<file path="config.mk">
export PLATFORM = sky130hd
export DESIGN_NAME = stack_ctrl
export DESIGN_NICKNAME = d
export VERILOG_FILES = /design/src/rtl/stack_ctrl.sv
export SDC_FILE = /design/constraint.sdc
export NUM_CORES = 1
export LEC_CHECK = 0
export CAP_MARGIN = 5
export CELL_PAD_IN_SITES_DETAIL_PLACEMENT = 0
export CELL_PAD_IN_SITES_GLOBAL_PLACEMENT = 1
export CORE_MARGIN = 5
export CORE_UTILIZATION = 29
export DETAILED_ROUTE_END_ITERATION = 12
export GPL_TIMING_DRIVEN = 0
export PLACE_DENSITY_LB_ADDON = 0.25
export SYNTH_ARGS = -nofsm -noshare
export SYNTH_HDL_FRONTEND = slang
export SYNTH_SLANG_ARGS = --single-unit
</file>
<file path="constraint.sdc">
create_clock -name clk -period 1.41 [get_ports clk]
set_input_delay 0.141 -clock clk [delete_from_list [all_inputs] [get_ports clk]]
set_output_delay 0.141 -clock clk [all_outputs]
set_load 0.01 [all_outputs]
</file>
<file path="src/rtl/stack_ctrl.sv">
// stack_ctrl: multicycle control unit for the 8-bit stack CPU.
// Owns PC, IR and zero flag; sequences fetch/decode/pop/exe/push/store.
module stack_ctrl (
  input  logic       clk,
  input  logic       rst,
  input  logic [7:0] mem_data,
  input  logic       alu_zero,
  input  logic       stack_empty,
  input  logic       stack_full,
  output logic [4:0] mem_addr,
  output logic       mem_read,
  output logic       mem_write,
  output logic       push,
  output logic       pop,
  output logic       stack_src,
  output logic       a_load,
  output logic       b_load,
  output logic [1:0] alu_op,
  output logic [4:0] pc,
  output logic       zero_flag,
  output logic       err
);

  typedef enum logic [2:0] {
    S_IF, S_ID, S_POP1, S_POP2,
    S_EXE, S_MRD, S_MWR, S_ERR
  } state_e;

  state_e     state_q, state_d;
  logic [4:0] pc_q, pc_d;
  logic [7:0] ir_q, ir_d;
  logic       zf_q, zf_d;

  logic [2:0] opc;
  logic       is_alu, is_not, is_push;
  logic       is_pop, is_jmp, is_jz;

  assign opc     = ir_q[7:5];
  assign is_alu  = ~opc[2];
  assign is_not  = (opc == 3'b011);
  assign is_push = (opc == 3'b100);
  assign is_pop  = (opc == 3'b101);
  assign is_jmp  = (opc == 3'b110);
  assign is_jz   = (opc == 3'b111);

  assign alu_op    = ir_q[6:5];
  assign pc        = pc_q;
  assign zero_flag = zf_q;
  assign err       = (state_q == S_ERR);

  always_ff @(posedge clk) begin
    if (rst) begin
      state_q <= S_IF;
      pc_q    <= '0;
      ir_q    <= '0;
      zf_q    <= 1'b0;
    end else begin
      state_q <= state_d;
      pc_q    <= pc_d;
      ir_q    <= ir_d;
      zf_q    <= zf_d;
    end
  end

  always_comb begin
    state_d   = state_q;
    pc_d      = pc_q;
    ir_d      = ir_q;
    zf_d      = zf_q;
    mem_addr  = ir_q[4:0];
    mem_read  = 1'b0;
    mem_write = 1'b0;
    push      = 1'b0;
    pop       = 1'b0;
    stack_src = 1'b0;
    a_load    = 1'b0;
    b_load    = 1'b0;
    unique case (state_q)
      S_IF: begin
        mem_addr = pc_q;
        mem_read = 1'b1;
        ir_d     = mem_data;
        pc_d     = pc_q + 5'd1;
        state_d  = S_ID;
      end
      S_ID: begin
        state_d = S_IF;
        unique case (1'b1)
          is_alu:  state_d = S_POP1;
          is_push: state_d = S_MRD;
          is_pop:  state_d = S_MWR;
          is_jmp:  pc_d = ir_q[4:0];
          is_jz:   if (zf_q) pc_d = ir_q[4:0];
          default: state_d = S_IF;
        endcase
      end
      // first pop is the right operand; NOT has no left operand
      S_POP1: begin
        if (stack_empty) begin
          state_d = S_ERR;
        end else begin
          pop     = 1'b1;
          b_load  = 1'b1;
          state_d = is_not ? S_EXE : S_POP2;
        end
      end
      S_POP2: begin
        if (stack_empty) begin
          state_d = S_ERR;
        end else begin
          pop     = 1'b1;
          a_load  = 1'b1;
          state_d = S_EXE;
        end
      end
      S_EXE: begin
        if (stack_full) begin
          state_d = S_ERR;
        end else begin
          push      = 1'b1;
          stack_src = 1'b1;
          zf_d      = alu_zero;
          state_d   = S_IF;
        end
      end
      S_MRD: begin
        if (stack_full) begin
          state_d = S_ERR;
        end else begin
          mem_read = 1'b1;
          push     = 1'b1;
          state_d  = S_IF;
        end
      end
      S_MWR: begin
        if (stack_empty) begin
          state_d = S_ERR;
        end else begin
          pop       = 1'b1;
          mem_write = 1'b1;
          state_d   = S_IF;
        end
      end
      S_ERR: state_d = S_ERR;
    endcase
  end

endmodule

</file>
==> flow_metrics.env <==
export IMPL_avgRoutedWirePerCell_um=13.7
export IMPL_die_h_um=70.1
export IMPL_die_w_um=70.1
export IMPL_final_cell_mix="nand2_1 (24), buf_4 (21), clkdlybuf4s50_1 (15), a21oi_1 (13), buf_2 (10)"
export IMPL_place_congestion=0.839
export IMPL_fin_area_um2=1760
export IMPL_portBuffers=32
export IMPL_grt_ovfl_total=0
export IMPL_start_util_pct=30.6
export IMPL_worstSetupEndpointType="output port"
export IMPL_setup_slack_ps=-165
export IMPL_fin_crit_sh_pct=112
export IMPL_synth_ff_type="dfxtp_1"
export IMPL_holdPathStages=2
export IMPL_synth_edf_count=0
export IMPL_clock_latency_ps=290
export IMPL_viasPerCell=4.98
export IMPL_required_ps=1270
export IMPL_num_vias=1186
export IMPL_status="finished, violations left"
export IMPL_grt_pass1_wl_um=5340
export IMPL_synthDistinctLibCells=41
export IMPL_cts_clk_slew_worst_paths_ps=100
export IMPL_cts_sinks=17
export IMPL_netlist_area_um2=1050
export IMPL_ys_warnings_count=0
export IMPL_async_flop_share_pct=0
export IMPL_antenna_left=0
export IMPL_firstDrtPassIters=4
export IMPL_violations="setup timing"
export IMPL_final_setup_tns_ps=-995
export IMPL_drt_total_wl_um=3270
export IMPL_rr_worst_depth=6
export IMPL_hold_slack_ps=313
export IMPL_worstPathArrival_ps=1430
export IMPL_setup_violations_final=10
export IMPL_slew_headroom_pct=63.1
export IMPL_drv_slew=0
export IMPL_htree_levels=1
export IMPL_crit_chain="or3_4, nand2_2, nand2_1, buf_2"
export IMPL_area_delta_synth_final_pct=67.8
export IMPL_cts_tree="yes"
export IMPL_design_die_area_um2=4910
export IMPL_n_antenna_cell=0
export IMPL_seq_area_frac_synth_pct=32.5
export IMPL_rows=21
export IMPL_ys_seq_elements=17
export IMPL_clockRootBuffer="clkbuf_4"
export IMPL_track_usage_pct=13.2
export IMPL_placed_cell_area_um2=1420
export IMPL_grt_max_degree=11
export IMPL_max_cap_viol_count=0
export IMPL_fin_crit_ps=1580
export IMPL_grt_pass1_vias=1103
export IMPL_power_leakage_nw=0.789
export IMPL_nets=207
export IMPL_slowest_stage="or3_4"
export IMPL_peakVddDrop_v=0.000813
export IMPL_dp_slack_ps=-399
export IMPL_syn_inst=134
export IMPL_fillerInstances=338
export IMPL_start_kind="flop"
export IMPL_drive_gt1_share_pct=46.9
export IMPL_core_um2=3420
export IMPL_seq_area_um2=368
export IMPL_rsz0062_at_grt="true"
export IMPL_fin_skew_ps=4.98
export IMPL_syn_num_nets=148
export IMPL_hold_viol=0
export IMPL_max_freq_ghz=0.635
export IMPL_initialDrtViolationCount=79
export IMPL_cpPeakStageDelay_ps=490
export IMPL_pwr_density_cell_nw_per_um2=2190
export IMPL_finalCoreUtilization_pct=51.4
export IMPL_multi_input_area_um2=727
export IMPL_worstMarginPinSlew_ps=554
export IMPL_hold_class="input port to flop"
export IMPL_cts_buffer_depth=2
export IMPL_antenna_found_initial=0
export IMPL_avgSynthCellArea_um2=7.81
export IMPL_drcViolationCount=0
export IMPL_ios=34
export IMPL_cts_buffers_inserted=3
export IMPL_critPathKind="flop to output port"
export IMPL_hpwl_um=2050
export IMPL_final_common_cell="nand2_1"
export IMPL_critPathMaxFanout=8
metrics by stage:
stage | total power, mW | std cells
CTS | 3.51 | 231
floorplan | 2.08 | 134
global placement | 2.81 | 212
global route | 4.16 | 238
detailed placement | 2.82 | 212
finish | 3.85 | 238
sequential cells by signal, summed over array words and instances (netlist names):
signal	count
state_q	3
pc	5
ir_q	8
zero_flag	1
cells in the mapped netlist, types with 2 or more instances:
library cell / instances / share of area (%)
nor3_1: 3 / 1.4
and3_1: 2 / 1.2
nor2_1: 4 / 1.4
inv_1: 3 / 1.1
o21ai_0: 6 / 2.9
mux2i_1: 2 / 1.9
nand2b_1: 2 / 1.2
buf_4: 7 / 5.0
nand3_1: 3 / 1.4
o21ai_1: 2 / 0.96
dfxtp_1: 17 / 33
a21oi_1: 14 / 6.7
a211oi_1: 2 / 1.4
nand2_1: 35 / 13
buf_6: 2 / 2.2
or3_1: 2 / 1.2
nor4_2: 3 / 3.6
and2b_1: 2 / 1.4
worst paths after layout:
path | from | slack, ps | endpoint
max | state_q[2] | -170 | mem_addr[1]
min | rst | 310 | pc[0]
max reg2reg | state_q[2] | 60 | zero_flag
min reg2reg | ir_q[6] | 490 | ir_q[6]
per-layer routing:
metal	vias up	global-route usage, %	share of wire, %
met2	41	22.0	49
li1	584	-	-
met3	10	4.30	5.8
met5	-	0	0
met1	551	16.3	43
met4	0	3.40	1.8
repair_timing:
item,4_1_cts,5_1_grt
endpoints found under the setup margin,21,22
hold buffers,0,0
gates cloned,0,1
gates resized for setup,89,24
setup buffers,15,7
pin swaps,12,10
power breakdown:
| part | internal [mW] | switching (mW) | total, mW | leakage, nW |
|---|---|---|---|---|
| registers | 0.706 | 0.230 | 0.936 | 0.145 |
| logic | 1.36 | 1.30 | 2.65 | 0.628 |
| clock network | 0.110 | 0.149 | 0.259 | 0.0150 |
critical path, delay by kind of cell, from the launching register on:
family                 cells  cell delay, ps
buffers and inverters      1             130
flip-flops                 1             380
AND/OR/NAND/NOR            3             640
area by class of cell:
class                   instances  area share, %
multi-input cells             103           41.4
repair buffers                 54           25.9
flip-flops and latches         17           21.0
plain buffers                  10           6.06
well taps                      46           3.28
clock buffers                   4           1.50
inverters                       4          0.855
logic make-up after synthesis:
logic type / count (synthesis) / synth area share, %
DFF: 17 / 32.5
and+or+nand+nor: 65 / 34.3
AOI/OAI and AO/OA: 33 / 19.9
buffers and inverters: 15 / 9.33
xor gates and xnor gates: 1 / 0.837
muxes: 2 / 1.91
adders and majority gates: 1 / 1.20
Power figures use the tool's default switching activity.
